[src/rtl/prio_grant_dispatcher_pkg.sv]
// Shared definitions for the grant dispatcher: FSM state encoding and
// the timeout counter width helper.
package prio_grant_dispatcher_pkg;

  typedef enum logic [1:0] {
    ST_IDLE    = 2'd0,
    ST_GRANT   = 2'd1,
    ST_RELEASE = 2'd2
  } state_e;

  // Counter must reach TIMEOUT-1 without wrapping; keep at least one bit.
  function automatic int unsigned cnt_width(input int unsigned timeout);
    return (timeout == 0) ? 1 : $clog2(timeout + 1);
  endfunction

endpackage

[src/rtl/prio_grant_dispatcher_index_decoder.sv]
// Combinational index -> one-hot decode with a range flag; the caller
// registers the result.
module prio_grant_dispatcher_index_decoder #(
  parameter int unsigned N     = 16,
  parameter int unsigned IDX_W = 4
) (
  input  logic [IDX_W-1:0] index,
  output logic [N-1:0]     onehot_c,
  output logic             in_range_c
);

  for (genvar i = 0; i < N; i++) begin : g_dec
    assign onehot_c[i] = (32'(index) == i);
  end

  // Only meaningful when N < 2**IDX_W; otherwise always true.
  assign in_range_c = (32'(index) < N);

endmodule

[src/rtl/prio_grant_dispatcher.sv]
// Consumer of the priority-encoder result: holds a one-hot grant until the
// owner's done bit or a timeout, freezing the encoder while a grant is live.
module prio_grant_dispatcher
  import prio_grant_dispatcher_pkg::*;
#(
  parameter int unsigned N       = 16,
  parameter int unsigned IDX_W   = 4,
  parameter int unsigned TIMEOUT = 255
) (
  input  logic             clk,
  input  logic             reset,
  input  logic [IDX_W-1:0] enc_index,
  input  logic             enc_valid,
  output logic             enc_enable_n,
  output logic [N-1:0]     grant,
  output logic [IDX_W-1:0] grant_index,
  output logic             grant_valid,
  input  logic [N-1:0]     done,
  output logic             timeout,
  output logic             err_index
);

  localparam int unsigned   CNT_W = cnt_width(TIMEOUT);
  localparam logic [CNT_W-1:0] TERM = CNT_W'((TIMEOUT == 0) ? 0 : TIMEOUT - 1);

  state_e           state, state_d;
  logic [CNT_W-1:0] count, count_d;
  logic [N-1:0]     grant_d;
  logic [IDX_W-1:0] grant_index_d;
  logic             grant_valid_d;
  logic             timeout_d;
  logic             err_index_d;
  logic [N-1:0]     onehot_c;
  logic             in_range_c;
  logic             owner_done_c;

  prio_grant_dispatcher_index_decoder #(
    .N     (N),
    .IDX_W (IDX_W)
  ) u_dec (
    .index      (enc_index),
    .onehot_c   (onehot_c),
    .in_range_c (in_range_c)
  );

  // grant is one-hot on grant_index while in GRANT, so this selects done[grant_index].
  assign owner_done_c = |(done & grant);
  assign enc_enable_n = (state != ST_IDLE);

  always_ff @(posedge clk or posedge reset) begin
    if (reset) begin
      state       <= ST_RELEASE;
      count       <= '0;
      grant       <= '0;
      grant_index <= '0;
      grant_valid <= 1'b0;
      timeout     <= 1'b0;
      err_index   <= 1'b0;
    end else begin
      state       <= state_d;
      count       <= count_d;
      grant       <= grant_d;
      grant_index <= grant_index_d;
      grant_valid <= grant_valid_d;
      timeout     <= timeout_d;
      err_index   <= err_index_d;
    end
  end

  always_comb begin
    state_d       = state;
    count_d       = count;
    grant_d       = grant;
    grant_index_d = grant_index;
    grant_valid_d = grant_valid;
    timeout_d     = 1'b0;
    err_index_d   = 1'b0;
    case (state)
      ST_IDLE: begin
        if (enc_valid) begin
          if (in_range_c) begin
            grant_d       = onehot_c;
            grant_index_d = enc_index;
            grant_valid_d = 1'b1;
            count_d       = '0;
            state_d       = ST_GRANT;
          end else begin
            err_index_d = 1'b1;
          end
        end
      end
      ST_GRANT: begin
        // done takes precedence over a coincident terminal count
        if (owner_done_c) begin
          grant_d       = '0;
          grant_valid_d = 1'b0;
          state_d       = ST_RELEASE;
        end else if ((TIMEOUT != 0) && (count == TERM)) begin
          grant_d       = '0;
          grant_valid_d = 1'b0;
          timeout_d     = 1'b1;
          state_d       = ST_RELEASE;
        end else if (TIMEOUT != 0) begin
          count_d = count + CNT_W'(1);
        end
      end
      ST_RELEASE: state_d = ST_IDLE;
      default:    state_d = ST_RELEASE;
    endcase
  end

endmodule

[config.mk]
export PLATFORM = sky130hd
export DESIGN_NAME = prio_grant_dispatcher
export DESIGN_NICKNAME = d
export VERILOG_FILES = /design/src/rtl/prio_grant_dispatcher_pkg.sv /design/src/rtl/prio_grant_dispatcher_index_decoder.sv /design/src/rtl/prio_grant_dispatcher.sv
export SDC_FILE = /design/constraint.sdc
export NUM_CORES = 1
export LEC_CHECK = 0
export BUFFER_PORTS_ARGS = -buffer_cell sky130_fd_sc_hd__buf_2
export CAP_MARGIN = 20
export CORE_UTILIZATION = 46
export DETAILED_ROUTE_END_ITERATION = 8
export GPL_TIMING_DRIVEN = 0
export PLACE_DENSITY = 0.77
export SLEW_MARGIN = 40
export SYNTH_ARGS = -nofsm -noshare
export SYNTH_HDL_FRONTEND = slang
export SYNTH_SLANG_ARGS = --single-unit
[constraint.sdc]
create_clock -name clk -period 2 [get_ports clk]
set_input_delay 0.4 -clock clk [delete_from_list [all_inputs] [get_ports clk]]
set_output_delay 0.4 -clock clk [all_outputs]
set_load 0.1 [all_outputs]
==> run metrics <==
Vias/cell 5.29; initial antenna violation count 0; hold buffer count at cts 0; VDD IR max 1.34 mV; DR iter-0 viols 43; largest net degree at the start of global routing 33; failing checks negative setup slack; Die H 62.6 µm; CP startpoint kind register; syn_area_per_cell 10.6 µm²; Final Hold Fails 0; synth unique cells 37; Worst Skew 0.00904 ns; Syn Inst Count 160; Max clock buf depth 2; post-route ant nets 0; crit-path max cell delay 0.39 ns; final instance area 2250 µm²; multiplexer share of the synthesized area 0.133; final wirelength 3.84 mm; hold slack 0.209 ns; clk slew on worst S/H paths 0.07 ns; Ports 47; Post-Synth Adder-Cell Area 0.0148; Reg area 830 µm²; vias in the first global route 1360; global-route usage over all layers 0.210; Final Cycle Share 1.02; HPWL after DPL 2.68 mm; Compound-Gate Fraction of Synth Area 0.106; HP Class input pin to asynchronous set/reset pin; outcome finished with violations; Arr. time, crit path 2.21 ns; slew margin rel. 0.519; most common cell after layout, fill and taps aside buf_2; first-pass GRT wire length 6.26 mm; # diodes 0; syn nets 185; largest family of logic cells by synthesized area simple AND/OR/NAND/NOR gates; Final Power 4.00 mW; IO buf count 44; area of the multi-input gates 863 µm²; Critical Path Fanout Max 10; wire length per cell 14.4 µm; Post-Place Setup Slack -0.281 ns; Clk pwr share 0.167; Worst Tran Pin Value 0.720 ns; Initial DRT Pass Iterations 4; Seq/Total Area, Yosys 0.474; switching power 2.00 mW; Critical Path, Cell by Cell inv_2 -> ha_4 -> nand3_2 -> or3_4 -> and2_4 -> a21oi_4 -> buf_12 -> mux2_4; max-slew violation count 0; Reg2Reg Depth 8; post-route minimum period 2.04 ns; crit end category register; pwr/cell area 1780 nW/µm²; chip width 62.6 µm; number of remaining DRC errors 0; Final Util 0.652; Comb pwr share 0.592; Post-synth top flop dfrtp_1; DR vias 1412; TritonCTS clock tree yes; die area 3920 µm²; placer's final routability congestion estimate 0.798; WP data required 2.17 ns; Synth Cell Area 1690 µm²; CP Class register to register; # clock sinks 32; Pleak 1.12 nW; Starting Density 0.491; ys async rst share 1.00; Placement Cell Area 2000 µm²; CTS root buf clkbuf_8; # fillers 275; Synthesis Warnings 0; final worst-path setup slack -0.0432 ns; Reg2Reg Launch Point count[0]; H-tree depth 2; Crit-path slowest cell dfrtp_1; Post-synth EDFFs 0; clk_lat worst skew 0.28 ns; post-synthesis simple-gate area fraction 0.227; num rows 21; layout cells sized above 1 0.511; number of synthesized register bits 32; final number of setup-violating endpoints 16; R2R Path End grant[6]; core area 3440 µm²; FMAX 489 MHz; Flop pwr share 0.241; Int Power 2.01 mW; Nets 245; TritonCTS buffer count 5; commonest non-fill, non-tap cells in the layout buf_2 (44), nand2_1 (21), mux2_4 (15), dfrtp_1 (15), nor2_1 (14); Sw Ratio 0.498; Post-Synth XOR/XNOR Area 0; Area Overhead vs Synth 32.8%; max-cap violations 0; remaining global-route overflow 0; reg2reg setup slack -0.04 ns; RSZ-0062 raised after global routing yes
-- power by group through the flow --
stage	registers, mW	clock network, mW	logic, mW
floorplan	1.78	0	0.936
global placement	0.965	0	2.08
detailed placement	0.973	0	2.10
CTS	0.961	0.679	2.30
global route	0.991	0.700	2.49
finish	0.966	0.669	2.37
-- layer usage --
metal  global-route usage  part of all wire  up-vias
met2                0.346              0.48       40
met5                    0                 0        -
li1                     -                 -      682
met3               0.0511             0.043        4
met4               0.0843             0.010        0
met1                0.264              0.47      686
-- per-stage QoR --
stage,TNS (ns),cells
2_1_floorplan,-1.37,160
3_3_place_gp,-3.50,250
3_5_place_dp,-3.86,250
4_1_cts,-0.561,266
5_1_grt,-1.67,267
6_report,-0.520,267
-- worst max-delay path by stage --
stage                  start   endpoint  slack [ns]  depth (start not counted)
finish              count[0]   grant[6]       -0.04                          8
global route        count[0]   grant[2]       -0.12                          8
CTS                 count[0]  grant[11]       -0.04                          8
detailed placement  count[0]   grant[0]       -0.28                          9
global placement    count[0]   grant[4]       -0.26                          9
floorplan           grant[3]   grant[0]       -0.15                          6
-- cell families (layout without fill, tap and decap cells) --
kind of cell,after synthesis,after routing
AND/OR/NAND/NOR,74,74
buffers and inverters,12,73
adder cells (fa/ha/maj),2,2
AO/OA/AOI/OAI,22,22
multiplexers,17,17
other,1,1
flip-flops,32,32
-- synthesized netlist by cell type (2+ instances only) --
cell type,count,area (µm²)
and3_1,3,18.8
nor4_1,2,12.5
nand2b_1,4,25.0
inv_1,6,22.5
dfrtp_1,31,776
mux2_4,9,135
a22oi_1,8,60.1
nor2_1,14,52.6
mux2_2,8,90.1
nand3_1,8,40.0
o21ai_0,4,20.0
clkbuf_1,2,7.51
nor3_1,8,40.0
or2_2,2,12.5
a21oi_4,2,32.5
nand3b_1,2,15.0
nor3b_1,2,15.0
a211o_1,4,35.0
nand2_1,22,82.6
ha_1,2,25.0
-- sequential cells by signal, indices dropped and copies added (netlist names) --
register and count:
grant 16, state 2, count 8, grant_index 4, timeout 1, grant_valid 1
-- critical path, delay by kind of cell, from the launching register on --
family / cells / cell delay (ns)
AOI/OAI and AO/OA: 1 / 0.21
adders and majority gates: 1 / 0.13
buffers and inverters: 2 / 0.27
DFF: 1 / 0.39
muxes: 1 / 0.30
and+or+nand+nor: 3 / 0.63
-- what timing repair did --
item | in CTS | in global routing
endpoints found under the hold margin | 0 | 0
resized for setup | 5 | 7
setup endpoints to repair | 18 | 18
setup buffers | 9 | 1
pin swaps | 3 | 3
-- cell type report --
cell class / count / area share
buffer: 5 / 0.0173
clock buffer: 7 / 0.0429
clock inverter: 1 / 0.0134
inverter: 6 / 0.0100
multi-input combinational: 116 / 0.384
sequential: 32 / 0.369
tap: 46 / 0.0256
timing repair buffer: 54 / 0.137
Power figures use the tool's default switching activity.
